--- src/rtl/int_div_unit_pkg.sv ---
`default_nettype none
// ============================================================================
//  Package  : riscv_types
//  Purpose  : Shared types and constants for the EXE-stage integer divider.
//  Revision : 1.0  initial release
// ============================================================================
package riscv_types;

  // RV32M divide/remainder flavours. Bit 0 set means unsigned, bit 1 set
  // means the remainder is the requested result.
  typedef enum logic [1:0] {
    OP_DIV  = 2'd0,
    OP_DIVU = 2'd1,
    OP_REM  = 2'd2,
    OP_REMU = 2'd3
  } div_op_t;

  // Divider sequencing states.
  typedef enum logic [1:0] {
    ST_IDLE = 2'd0,
    ST_CALC = 2'd1,
    ST_DONE = 2'd2
  } div_state_t;

  // Most negative RV32 dividend; with a divisor of -1 it overflows DIV/REM.
  localparam logic [31:0] DIV_OVF_DIVIDEND = 32'h8000_0000;

  // True for the two's complement flavours (DIV, REM).
  function automatic logic op_is_signed(input div_op_t op);
    return ~op[0];
  endfunction

  // True when the remainder, not the quotient, is returned.
  function automatic logic op_is_rem(input div_op_t op);
    return op[1];
  endfunction

endpackage
`default_nettype wire

--- src/rtl/int_div_unit_div_step.sv ---
`default_nettype none
// ============================================================================
//  Module   : div_step
//  Purpose  : One restoring-division iteration. Shifts the next dividend bit
//             into the partial remainder and trial-subtracts the divisor.
//  Revision : 1.0  initial release
// ============================================================================
module div_step #(
  parameter int XLEN = 32
) (
  input  logic [XLEN-1:0] i_rem,
  input  logic            i_bit,
  input  logic [XLEN-1:0] i_divisor,
  output logic [XLEN-1:0] o_rem,
  output logic            o_qbit
);

  // The incoming remainder is always below the divisor, so the trial
  // difference lies strictly inside +/-2^XLEN: an XLEN+1 bit result whose
  // top bit is exactly the borrow.
  logic [XLEN:0]   w_diff;
  logic            w_borrow;
  logic [XLEN-1:0] w_shifted;

  // Trial subtraction and restore selection.
  always_comb begin
    w_diff    = {i_rem, i_bit} - {1'b0, i_divisor};
    w_borrow  = w_diff[XLEN];
    w_shifted = {i_rem[XLEN-2:0], i_bit};
    o_qbit    = ~w_borrow;
    o_rem     = w_borrow ? w_shifted : w_diff[XLEN-1:0];
  end

endmodule
`default_nettype wire

--- src/rtl/int_div_unit.sv ---
`default_nettype none
// ============================================================================
//  Module   : int_div_unit
//  Purpose  : Iterative radix-2 divider for RV32M DIV/DIVU/REM/REMU. One
//             operation in flight; result held in DONE until the pipeline
//             releases it (stall low). Divide-by-zero and signed overflow
//             complete in a single cycle.
//  Revision : 1.0  initial release
// ============================================================================
module int_div_unit
  import riscv_types::*;
#(
  parameter int XLEN  = 32,
  parameter int CNT_W = $clog2(XLEN)
) (
  input  logic            clk,
  input  logic            reset,
  input  logic            start,
  input  div_op_t         div_op,
  input  logic [XLEN-1:0] rs1_data,
  input  logic [XLEN-1:0] rs2_data,
  input  logic [4:0]      rd_in,
  input  logic            stall,
  input  logic            flush,
  output logic [XLEN-1:0] result,
  output logic [4:0]      rd_out,
  output logic            p_last,
  output logic            busy
);

  localparam logic [XLEN-1:0] c_OVF_DIVIDEND = {1'b1, {(XLEN-1){1'b0}}};

  div_state_t      r_state;
  logic [XLEN-1:0] r_dvd;      // dividend magnitude, consumed MSB first
  logic [XLEN-1:0] r_dsr;      // divisor magnitude
  logic [XLEN-1:0] r_rem;      // partial remainder
  logic [XLEN-1:0] r_quot;     // quotient magnitude being built
  logic [CNT_W-1:0] r_cnt;
  logic            r_fin;      // all XLEN steps done, finalise next cycle
  logic            r_neg_q;
  logic            r_neg_r;
  logic            r_is_rem;

  logic            w_signed;
  logic            w_s1;
  logic            w_s2;
  logic [XLEN-1:0] w_mag1;
  logic [XLEN-1:0] w_mag2;
  logic            w_div0;
  logic            w_ovf;
  logic [XLEN-1:0] w_rem_nxt;
  logic            w_qbit;
  logic [CNT_W:0]  w_cnt_inc;
  logic [XLEN-1:0] w_q_final;
  logic [XLEN-1:0] w_r_final;

  // Operand classification and magnitude conversion at issue.
  always_comb begin
    w_signed = op_is_signed(div_op);
    w_s1     = w_signed & rs1_data[XLEN-1];
    w_s2     = w_signed & rs2_data[XLEN-1];
    w_mag1   = w_s1 ? -rs1_data : rs1_data;
    w_mag2   = w_s2 ? -rs2_data : rs2_data;
    w_div0   = (rs2_data == '0);
    w_ovf    = w_signed && (rs1_data == c_OVF_DIVIDEND) && (rs2_data == '1);
  end

  // Iteration count with carry-out; the carry marks the final step.
  always_comb begin
    w_cnt_inc = {1'b0, r_cnt} + {{CNT_W{1'b0}}, 1'b1};
    w_q_final = r_neg_q ? -r_quot : r_quot;
    w_r_final = r_neg_r ? -r_rem  : r_rem;
  end

  div_step #(
    .XLEN (XLEN)
  ) u_div_step (
    .i_rem     (r_rem),
    .i_bit     (r_dvd[XLEN-1]),
    .i_divisor (r_dsr),
    .o_rem     (w_rem_nxt),
    .o_qbit    (w_qbit)
  );

  // Sequencer: issue, iterate, hold result; flush aborts from any state.
  always_ff @(posedge clk or posedge reset) begin
    if (reset) begin
      r_state  <= ST_IDLE;
      r_dvd    <= '0;
      r_dsr    <= '0;
      r_rem    <= '0;
      r_quot   <= '0;
      r_cnt    <= '0;
      r_fin    <= 1'b0;
      r_neg_q  <= 1'b0;
      r_neg_r  <= 1'b0;
      r_is_rem <= 1'b0;
      result   <= '0;
      rd_out   <= '0;
      p_last   <= 1'b0;
      busy     <= 1'b0;
    end else if (flush) begin
      r_state <= ST_IDLE;
      r_cnt   <= '0;
      r_fin   <= 1'b0;
      p_last  <= 1'b0;
      busy    <= 1'b0;
    end else begin
      case (r_state)
        ST_IDLE: begin
          if (start) begin
            rd_out   <= rd_in;
            r_is_rem <= op_is_rem(div_op);
            busy     <= 1'b1;
            if (w_div0) begin
              result  <= op_is_rem(div_op) ? rs1_data : '1;
              p_last  <= 1'b1;
              r_state <= ST_DONE;
            end else if (w_ovf) begin
              result  <= op_is_rem(div_op) ? '0 : c_OVF_DIVIDEND;
              p_last  <= 1'b1;
              r_state <= ST_DONE;
            end else begin
              r_dvd   <= w_mag1;
              r_dsr   <= w_mag2;
              r_rem   <= '0;
              r_quot  <= '0;
              r_cnt   <= '0;
              r_fin   <= 1'b0;
              r_neg_q <= w_s1 ^ w_s2;
              r_neg_r <= w_s1;
              r_state <= ST_CALC;
            end
          end
        end

        ST_CALC: begin
          if (r_fin) begin
            result  <= r_is_rem ? w_r_final : w_q_final;
            r_fin   <= 1'b0;
            p_last  <= 1'b1;
            r_state <= ST_DONE;
          end else begin
            r_rem  <= w_rem_nxt;
            r_quot <= {r_quot[XLEN-2:0], w_qbit};
            r_dvd  <= {r_dvd[XLEN-2:0], 1'b0};
            r_cnt  <= w_cnt_inc[CNT_W-1:0];
            if (w_cnt_inc[CNT_W]) begin
              r_fin <= 1'b1;
            end
          end
        end

        ST_DONE: begin
          if (!stall) begin
            p_last  <= 1'b0;
            busy    <= 1'b0;
            r_state <= ST_IDLE;
          end
        end

        default: begin
          p_last  <= 1'b0;
          busy    <= 1'b0;
          r_state <= ST_IDLE;
        end
      endcase
    end
  end

endmodule
`default_nettype wire

--- config.mk ---
export PLATFORM = sky130hd
export DESIGN_NAME = int_div_unit
export DESIGN_NICKNAME = d
export VERILOG_FILES = /design/src/rtl/int_div_unit_pkg.sv /design/src/rtl/int_div_unit_div_step.sv /design/src/rtl/int_div_unit.sv
export SDC_FILE = /design/constraint.sdc
export NUM_CORES = 1
export LEC_CHECK = 0
export CORE_MARGIN = 10
export CORE_UTILIZATION = 50
export CTS_CLUSTER_SIZE = 10
export DETAILED_ROUTE_END_ITERATION = 10
export PLACE_DENSITY = 0.72
export SYNTH_ARGS = -nofsm -noshare
export SYNTH_HDL_FRONTEND = slang
export SYNTH_SLANG_ARGS = --single-unit
--- constraint.sdc ---
create_clock -name clk -period 13.8 [get_ports clk]
set_input_delay 2.07 -clock clk [delete_from_list [all_inputs] [get_ports clk]]
set_output_delay 2.07 -clock clk [all_outputs]
set_load 0.005 [all_outputs]
==> results of run 1 <==
-- cell type report --
type,count,area (um^2),share of cell area
tap,324,405,0.0284
clock inverter,15,158,0.0110
clock buffer,17,425,0.0298
sequential,178,4450,0.312
multi-input combinational,1233,7400,0.518
timing repair buffer,126,1230,0.0862
inverter,53,204,0.0143
-- state kept, by name, summed over array words and instances, names as in the netlist --
signal / cells
r_dsr: 32
r_dvd: 32
r_quot: 32
r_rem: 32
result: 32
r_cnt: 5
rd_out: 5
r_state: 2
busy: 1
p_last: 1
r_fin: 1
r_is_rem: 1
r_neg_q: 1
r_neg_r: 1
-- tightest hold or removal path, stage by stage (launching register included) --
cell and delay [ns]:
dfrtp_1 0.35, nand2_1 0.05, o31ai_1 0.05
-- cell families (layout without fill, tap and decap cells) --
| group | Yosys count | count (layout) | share of synthesized area |
|---|---|---|---|
| multiplexers | 35 | 35 | 0.0289 |
| AO/OA/AOI/OAI | 489 | 489 | 0.228 |
| adder cells (fa/ha/maj) | 39 | 39 | 0.0398 |
| buffers and inverters | 137 | 211 | 0.0488 |
| flip-flops | 178 | 178 | 0.358 |
| AND/OR/NAND/NOR | 532 | 532 | 0.198 |
| XOR/XNOR | 138 | 138 | 0.0987 |
-- path summary, 6_finish.rpt --
path | endpoint | slack (ns) | depth (start not counted)
worst max register to register | r_rem[0] | 9.93 | 12
max in group asynchronous | r_rem[16] | 10.10 | 3
worst min register to register | r_neg_q | 0.48 | 2
worst min-delay path | r_neg_q | 0.48 | 2
min in group asynchronous | r_dvd[14] | 2.16 | 2
worst max-delay path | r_dvd[1] | 7.44 | 13
-- metrics by stage --
stage / setup slack (ns) / instance area, um^2
CTS: 7.51 / 14300
global route: 7.10 / 14300
global placement: 7.20 / 13700
floorplan: 6.90 / 12400
finish: 7.44 / 14300
detailed placement: 7.08 / 13700
-- synthesized netlist by cell type, types with 15 or more instances --
master	count	area share
o21ai_1	18	0.0072
inv_1	52	0.016
clkbuf_1	58	0.017
nand2_1	260	0.078
nand4_1	18	0.0091
or3_1	15	0.0075
nand2b_1	18	0.0091
ha_1	38	0.038
xor2_1	68	0.048
o31ai_1	29	0.017
o21ai_0	221	0.089
nor2_1	109	0.033
nor3_1	24	0.0097
mux2i_1	28	0.023
dfrtp_1	178	0.36
xnor2_1	69	0.049
a31oi_1	17	0.0085
o211ai_1	21	0.013
a21oi_1	113	0.045
nand3_1	20	0.0080
-- report_power, final --
part / leakage [nW] / internal, mW / switching (mW)
Combinational: 3.35 / 0.433 / 0.624
Sequential: 2.36 / 0.604 / 0.0936
Clock: 0.281 / 0.242 / 0.242
Total: 5.99 / 1.28 / 0.959
-- routing by layer --
layer | routed length, um | vias to the layer above | part of all wire
met5 | 0 | - | 0
met4 | 1030 | 0 | 0.028
met3 | 2350 | 61 | 0.065
met2 | 16200 | 402 | 0.45
met1 | 16500 | 5368 | 0.46
li1 | - | 5567 | -
-- cell usage in the layout (no fill, tap or decap), drive strengths merged, types with 18 or more instances in the layout --
master         count
clkdlybuf4s50    114
nand3             21
mux2i             28
o31ai             29
nor3              25
nand2            260
o211ai            21
a21oi            113
xnor2             69
nand4             18
nor2             111
ha                38
o21ai            240
xor2              69
inv               61
nand2b            18
dfrtp            178
==> out/qor.csv, run 1 <==
stage;metric;value;unit
detailed_routing;drc_errors;0;
power_and_ir_drop;irDropWorstVdd;0.104;mV
timing;hold_violations;0;
cts;cts_tree;done;
timing;fin_skew;0.0193;ns
critical_path;rr_startpoint;r_dsr[0];
cts;clk_path_buf_depth;2;
layout;area_growth;14.8;%
layout;n_fill_cell;2211;
logic_synthesis;syn-num-nets;1663;
critical_path;required;14.09;ns
timing;relSlewSlack;0.240;
detailed_routing;vias_per_cell;5.86;
timing;finalCriticalPeriod;6.36;ns
global_routing;grtUsageMet3;0.0340;
global_routing;grt_start_max_net_pins;99;
cts;cts_setup_buffers;0;
critical_path;cp_top_family;simple AND/OR/NAND/NOR gates;
layout;diodes;0;
timing;rsz0062_at_grt;false;
die;design.core.area;24400;um^2
hold_path;holdCritStartpoint;r_neg_q;
critical_path;max_stage_delay;0.63;ns
timing;setup_tns;0;ns
die;rows;57;
critical_path;crit_path_end_kind;flop;
critical_path;crit_chain;clkdlybuf4s50_1 -> inv_1 -> ha_1 -> or4b_1 -> nor3_2 -> and4b_1 -> and2_1 -> o21bai_4 -> nor4_4 -> buf_4 -> nor2_4 -> buf_4 -> o21ai_0;
detailed_routing;drtIter0Drc;1038;
detailed_routing;drtPass1Iterations;5;
global_routing;grt-ovfl-total;0;
cts;clkSinkCount;178;
layout;final_core_utilization;0.585;
die;fp.dieW;178;um
die;ioPinCount;115;
timing;fmax;157;MHz
die;die_h;178;um
detailed_routing;final_antenna_net_count;0;
outcome;status;finished, final reports clean;
cts;cts.reportedPaths.clkPinSlew;0.07;ns
detailed_routing;drt-total-wl;36000;um
die;initial_core_util;0.510;
logic_synthesis;ys.flop_type;dfrtp_1;
layout;finalNetCount;1724;
global_routing;grtUsageMet2;0.358;
cts;cts_buffers;17;
cts;cts_repair_resize_count;0;
critical_path;cpMostUsedCell;buf_4;
timing;drv_slew;0;
global_routing;antenna_found_initial;0;
logic_synthesis;ys_types;74;
cts;clock_latency;0.45;ns
placed_design;globalplace.congestion;0.939;
critical_path;worstSetupPathType;primary input to flop;
power_and_ir_drop;powerDensity;157;nW/um^2
placed_design;place_hpwl;27100;um
detailed_routing;wire_per_inst;18.5;um
global_routing;grt_busiest_layer;met2;
layout;stdcell_count;1946;
global_routing;grt.total_usage;0.227;
critical_path;crit_buf_inv;4;
global_routing;grt_pass1_wl;57900;um
logic_synthesis;synth_edf_count;0;
cts;cts_hold_buffers;0;
logic_synthesis;ys_seq_area_frac;0.358;
critical_path;critPathArrivalTime;6.66;ns
logic_synthesis;postSynthAreaPerCell;8.04;um^2
timing;fin_crit_sh;0.461;
cts;root_buffer;clkbuf_16;
logic_synthesis;synth_cells;1548;
layout;layout-drive-gt1-share;0.0469;
logic_synthesis;postSynth.asyncResetShare;1.00;
timing;tightestPinTransition;1.14;ns
placed_design;place.port_buffers;114;
timing;whs;0.482;ns
global_routing;met1_usage;0.309;
logic_synthesis;synth_area;12400;um^2
job;maxCapViolCount;0;
critical_path;crit_start;rs2_data[0];
timing;finalSetupViolations;0;
power_and_ir_drop;p_leak;5.99;nW
logic_synthesis;yosysWarningCount;0;
cts;cts_max_level;4;
critical_path;worst-path-max-fanout;82;
power_and_ir_drop;finalPower;2.24;mW
detailed_routing;num_vias;11398;
critical_path;cp_slowest_cell;nor2_4;
global_routing;grt_pass1_vias;10737;
placed_design;dp.cells;1914;
die;die_area;31600;um^2
logic_synthesis;ys_ff_latch;178;
hold_path;min_path_type;flop to flop;
critical_path;startpoint_type;primary input;
(Power assumes the default switching activity.)
==> run 2: changes to the inputs <==
clock period = 6.04 ns   (was 13.8 ns; I/O delays follow)
==> out/qor.csv, run 2 (synthesis results as in run 1) <==
stage;metric;value;unit;change
placed_design;place_hpwl;26800;um;was 27100 um
die;rows;57;;unchanged
detailed_routing;num_vias;11413;;was 11398
critical_path;required;6.39;ns;was 14.09 ns
cts;cts_hold_buffers;0;;unchanged
cts;cts_repair_resize_count;0;;unchanged
global_routing;antenna_found_initial;0;;unchanged
timing;relSlewSlack;0.121;;was 0.240
layout;final_cell_mix;nand2_1 (260), o21ai_0 (221), dfrtp_1 (178);;unchanged
placed_design;dp.cells;1916;;was 1914
global_routing;grt-ovfl-total;0;;unchanged
critical_path;crit_path_end_kind;flop;;unchanged
layout;diodes;0;;unchanged
global_routing;grt_pass1_vias;10665;;was 10737
outcome;status;finished, final reports clean;;unchanged
timing;fin_crit_sh;0.762;;
cts;clk_path_buf_depth;2;;unchanged
die;initial_core_util;0.510;;unchanged
die;fp.dieW;178;um;unchanged
timing;hold_violations;0;;unchanged
critical_path;crit_buf_inv;3;;was 4
placed_design;globalplace.congestion;0.934;;was 0.939
power_and_ir_drop;powerDensity;361;nW/um^2;was 157 nW/um^2
power_and_ir_drop;p_leak;6.03;nW;was 5.99 nW
layout;regArea;4450;um^2;unchanged
critical_path;worst-path-max-fanout;25;;was 82
cts;cts_max_level;4;;unchanged
cts;root_buffer;clkbuf_16;;unchanged
power_and_ir_drop;finalPower;5.18;mW;was 2.24 mW
global_routing;grt_pass1_wl;57000;um;was 57900 um
critical_path;reg2reg_slack;1.83;ns;was 9.93 ns
detailed_routing;drtPass1Iterations;5;;unchanged
hold_path;min_path_type;flop to flop;;unchanged
layout;n_fill_cell;2219;;was 2211
die;ioPinCount;115;;unchanged
layout;finalNetCount;1726;;was 1724
critical_path;startpoint_type;primary input;;unchanged
critical_path;crit_chain;clkdlybuf4s50_1 -> inv_1 -> ha_1 -> or4b_1 -> nor3_2 -> and4b_1 -> and2_1 -> o21bai_4 -> nand2_1 -> nand2_1 -> buf_4 -> nor2_1 -> a31oi_1;;was clkdlybuf4s50_1 -> inv_1 -> ha_1 -> or4b_1 -> nor3_2 -> and4b_1 -> and2_1 -> o21bai_4 -> nor4_4 -> buf_4 -> nor2_4 -> buf_4 -> o21ai_0
layout;multi_input_area;7400;um^2;unchanged
layout;layout-drive-gt1-share;0.0480;;was 0.0469
cts;cts_setup_buffers;0;;unchanged
global_routing;grt.total_usage;0.223;;was 0.227
critical_path;rr_startpoint;r_dvd[31];;was r_dsr[0]
layout;layout_commonest_cell;nand2_1;;unchanged
cts;clock_latency;0.44;ns;was 0.45 ns
timing;fin_skew;0.0148;ns;was 0.0193 ns
critical_path;reg2reg_depth;13;;was 12
timing;drv_slew;0;;unchanged
detailed_routing;drtIter0Drc;1002;;was 1038
timing;whs;0.482;ns;about the same
critical_path;r2r_end;r_rem[7];;was r_rem[0]
cts;cts_tree;done;;unchanged
hold_path;holdCritStartpoint;r_dvd[1];;was r_neg_q
critical_path;max_stage_delay;0.59;ns;was 0.63 ns
layout;area_growth;15.4;%;was 14.8%
detailed_routing;wire_per_inst;18.3;um;was 18.5 um
power_and_ir_drop;irDropWorstVdd;0.160;mV;was 0.104 mV
detailed_routing;final_antenna_net_count;0;;unchanged
hold_path;holdPathStages;2;;unchanged
critical_path;critPathArrivalTime;4.96;ns;was 6.66 ns
critical_path;worstSetupPathType;primary input to flop;;unchanged
cts;cts_buffers;17;;unchanged
timing;tightestPinTransition;1.32;ns;was 1.14 ns
cts;cts.reportedPaths.clkPinSlew;0.08;ns;was 0.07 ns
die;design.core.area;24400;um^2;unchanged
detailed_routing;vias_per_cell;5.86;;about the same
critical_path;cpMostUsedCell;nand2_1;;was buf_4
timing;finalCriticalPeriod;4.60;ns;
job;maxCapViolCount;0;;unchanged
critical_path;cp_top_family;simple AND/OR/NAND/NOR gates;;unchanged
die;die_h;178;um;unchanged
layout;final_core_utilization;0.589;;was 0.585
layout;stdcell_count;1948;;was 1946
hold_path;hold_end;r_dvd[1];;was r_neg_q
placed_design;place.port_buffers;114;;unchanged
die;die_area;31600;um^2;unchanged
detailed_routing;drt-total-wl;35600;um;was 36000 um
critical_path;cp_slowest_cell;nand2_1;;was nor2_4
timing;setup_tns;0;ns;unchanged
timing;finalSetupViolations;0;;unchanged
timing;rsz0062_at_grt;false;;unchanged
detailed_routing;drc_errors;0;;unchanged
global_routing;grt_start_max_net_pins;90;;was 99
timing;fmax;217;MHz;
cts;clkSinkCount;178;;unchanged
run 2: stage by stage:
step           cell area (um^2)  worst slack (ns)
2_1_floorplan             12400             0.304
3_3_place_gp              13700              1.20
3_5_place_dp              13700              1.06
4_1_cts                   14400              1.50
5_1_grt                   14400              1.14
6_report                  14400              1.44
run 2: worst max path at each step:
| stage | from | slack (ns) | depth (start not counted) | endpoint |
|---|---|---|---|---|
| 2_1_floorplan | reset | 0.30 | 1 | busy |
| 3_3_place_gp | rs2_data[0] | 1.20 | 13 | result[12] |
| 3_5_place_dp | rs2_data[1] | 1.06 | 13 | result[0] |
| 4_1_cts | rs2_data[1] | 1.50 | 13 | result[0] |
| 5_1_grt | rs2_data[1] | 1.14 | 13 | result[11] |
| 6_report | rs2_data[1] | 1.44 | 13 | result[9] |
run 2: area by class of cell:
type | count | area share
clock inverter | 15 | 0.0146
timing repair buffer | 128 | 0.0877
tap | 324 | 0.0282
inverter | 53 | 0.0142
clock buffer | 17 | 0.0296
multi-input combinational | 1233 | 0.515
sequential | 178 | 0.310
run 2: worst register-to-register path, cell delays in order (launching register included):
cell and delay [ns]:
dfrtp_1 0.39, inv_1 0.08, ha_1 0.22, fa_1 0.39, nand2b_1 0.20, a21oi_1 0.23, o21ai_1 0.16, a21oi_1 0.38
o22ai_2 0.19, o21ai_2 0.27, xor2_4 0.90, buf_4 0.36, mux2i_1 0.21, o21ai_0 0.09
run 2: where the power goes:
part / switching [mW] / internal, mW
Combinational: 1.41 / 0.996
Clock: 0.546 / 0.639
Sequential: 0.212 / 1.38
Total: 2.17 / 3.02
run 2: layer usage:
layer,global-route usage,part of all wire,wire length (um),vias to the layer above
li1,-,-,-,5581
met1,0.302,0.44,15800,5327
met2,0.345,0.44,15700,439
met3,0.0476,0.088,3140,66
met4,0.0792,0.028,1010,0
met5,0,0,0,-
==> run 3: changes to the inputs <==
PLACE_DENSITY = 0.75   (was 0.72)
clock period = 4.2 ns   (was 6.04 ns; I/O delays follow)
==> out/qor.csv, run 3 (synthesis results as in run 1) <==
stage;metric;value;unit;change
outcome;status;finished, final reports clean;;unchanged
timing;fin_skew;0.0138;ns;was 0.0148 ns
critical_path;max_stage_delay;0.42;ns;was 0.59 ns
timing;tightestPinTransition;1.06;ns;was 1.32 ns
cts;cts_buffers;17;;unchanged
cts;cts_hold_buffers;0;;unchanged
critical_path;crit_buf_inv;1;;was 3
cts;cts.reportedPaths.clkPinSlew;0.07;ns;was 0.08 ns
power_and_ir_drop;switchingPower;3.13;mW;was 2.17 mW
cts;cts_tree;done;;unchanged
timing;fin_crit_sh;0.852;;
timing;relSlewSlack;0.294;;was 0.121
critical_path;crit_path_end_kind;flop;;unchanged
layout;final_cell_mix;nand2_1 (260), o21ai_0 (221), dfrtp_1 (178);;unchanged
layout;layout-drive-gt1-share;0.0544;;was 0.0480
critical_path;worst-path-max-fanout;37;;was 25
global_routing;grt-ovfl-total;0;;unchanged
die;fp.dieW;178;um;unchanged
critical_path;crit_chain;ha_1 -> fa_1 -> nand2b_1 -> a21oi_1 -> o21ai_1 -> a21oi_1 -> o22ai_2 -> o21ai_2 -> xor2_4 -> buf_12 -> mux2_2 -> o22ai_1;;was clkdlybuf4s50_1 -> inv_1 -> ha_1 -> or4b_1 -> nor3_2 -> and4b_1 -> and2_1 -> o21bai_4 -> nand2_1 -> nand2_1 -> buf_4 -> nor2_1 -> a31oi_1
critical_path;cp_slowest_cell;dfrtp_1;;was nand2_1
layout;final_core_utilization;0.592;;was 0.589
layout;area_growth;16.0;%;was 15.4%
layout;diodes;0;;unchanged
timing;finalCriticalPeriod;3.58;ns;
power_and_ir_drop;powerDensity;512;nW/um^2;was 361 nW/um^2
cts;clk_path_buf_depth;2;;unchanged
timing;whs;0.481;ns;was 0.482 ns
detailed_routing;num_vias;11530;;was 11413
die;design.core.area;24400;um^2;unchanged
power_and_ir_drop;power.share.sequential;0.313;;was 0.307
cts;clock_latency;0.45;ns;was 0.44 ns
layout;finalNetCount;1737;;was 1726
detailed_routing;drc_errors;0;;unchanged
power_and_ir_drop;p_sw_frac;0.424;;was 0.418
die;initial_core_util;0.510;;unchanged
detailed_routing;wire_per_inst;17.8;um;was 18.3 um
die;die_area;31600;um^2;unchanged
placed_design;dpl_cell_area;13800;um^2;was 13700 um^2
power_and_ir_drop;comb_power_share;0.472;;was 0.464
cts;cts_repair_resize_count;0;;unchanged
layout;layout_commonest_cell;nand2_1;;unchanged
die;die_h;178;um;unchanged
die;ioPinCount;115;;unchanged
detailed_routing;final_antenna_net_count;0;;unchanged
detailed_routing;drtIter0Drc;986;;was 1002
global_routing;antenna_found_initial;0;;unchanged
power_and_ir_drop;irDropWorstVdd;0.299;mV;was 0.160 mV
cts;cts_max_level;4;;unchanged
global_routing;grt_pass1_vias;10719;;was 10665
global_routing;grt_start_max_net_pins;179;;was 90
timing;fmax;279;MHz;
cts;clkSinkCount;178;;unchanged
layout;stdcell_area;14400;um^2;about the same
critical_path;worstSetupPathType;flop to flop;;was primary input to flop
cts;root_buffer;clkbuf_16;;unchanged
detailed_routing;vias_per_cell;5.89;;was 5.86
global_routing;grt_pass1_wl;56400;um;was 57000 um
timing;setup_tns;0;ns;unchanged
power_and_ir_drop;intPower;4.26;mW;was 3.02 mW
detailed_routing;drt-total-wl;34900;um;was 35600 um
power_and_ir_drop;p_leak;6.07;nW;was 6.03 nW
critical_path;cp_top_family;compound AO/OA/AOI/OAI gates;;was simple AND/OR/NAND/NOR gates
critical_path;cpMostUsedCell;a21oi_1;;was nand2_1
die;rows;57;;unchanged
critical_path;critPathArrivalTime;3.94;ns;was 4.96 ns
job;maxCapViolCount;0;;unchanged
placed_design;place.port_buffers;114;;unchanged
global_routing;grt.total_usage;0.219;;was 0.223
placed_design;globalplace.congestion;0.919;;was 0.934
critical_path;startpoint_type;flop;;was primary input
cts;cts_setup_buffers;0;;unchanged
hold_path;min_path_type;flop to flop;;unchanged
power_and_ir_drop;power_frac_clock;0.215;;was 0.228
timing;drv_slew;0;;unchanged
timing;rsz0062_at_grt;false;;unchanged
detailed_routing;drtPass1Iterations;5;;unchanged
timing;finalSetupViolations;0;;unchanged
critical_path;required;4.56;ns;was 6.39 ns
placed_design;place_hpwl;26200;um;was 26800 um
timing;hold_violations;0;;unchanged
run 3: cell count changes in the layout (fill, tap and decap cells not counted), sizes merged:
cell / previous run / this run
clkinvlp: 0 / 2
buf: 14 / 25
bufinv: 2 / 0
run 3: power groups by stage:
stage          clock network [mW]  logic, mW  registers, mW
2_1_floorplan                   0       2.69           2.21
3_3_place_gp                    0       3.38           2.33
3_5_place_dp                    0       3.45           2.34
4_1_cts                      1.62       3.46           2.31
5_1_grt                      1.69       3.89           2.36
6_report                     1.59       3.49           2.32
run 3: layer usage:
layer  vias to the layer above  track usage  share of wire
li1                       5587            -              -
met1                      5503        0.303           0.46
met2                       393        0.343           0.45
met3                        47       0.0361          0.066
met4                         0       0.0726          0.022
met5                         -            0              0
run 3: path summary, 6_finish.rpt:
check,from,depth (start not counted),to,slack (ns)
setup / recovery,r_dsr[0],12,r_rem[0],0.62
hold / removal,r_dsr[23],2,r_dsr[23],0.48
setup reg to reg,r_dsr[0],12,r_rem[0],0.62
hold reg to reg,r_dsr[23],2,r_dsr[23],0.48
max in group asynchronous,reset,3,r_dvd[5],2.67
min in group asynchronous,reset,3,r_dvd[18],0.74
run 3: per-stage QoR:
stage          power, mW  setup slack [ns]  instances
2_1_floorplan       4.90              1.09       1548
3_3_place_gp        5.70             0.562       1927
3_5_place_dp        5.79             0.435       1927
4_1_cts             7.39             0.650       1959
5_1_grt             7.93             0.434       1959
6_report            7.39             0.621       1959
run 3: area by class of cell:
class,instances,area [um^2]
Fill cell,2197,9960
Tap cell,324,405
Timing Repair Buffer,139,1380
Multi-Input combinational cell,1233,7400
Inverter,53,203
Sequential cell,178,4450
Clock buffer,17,425
Clock inverter,15,164
run 3: tightest hold or removal path, stage by stage, from the launching register on:
cell	delay [ns]
dfrtp_1	0.34
nand2_1	0.05
o21ai_0	0.06
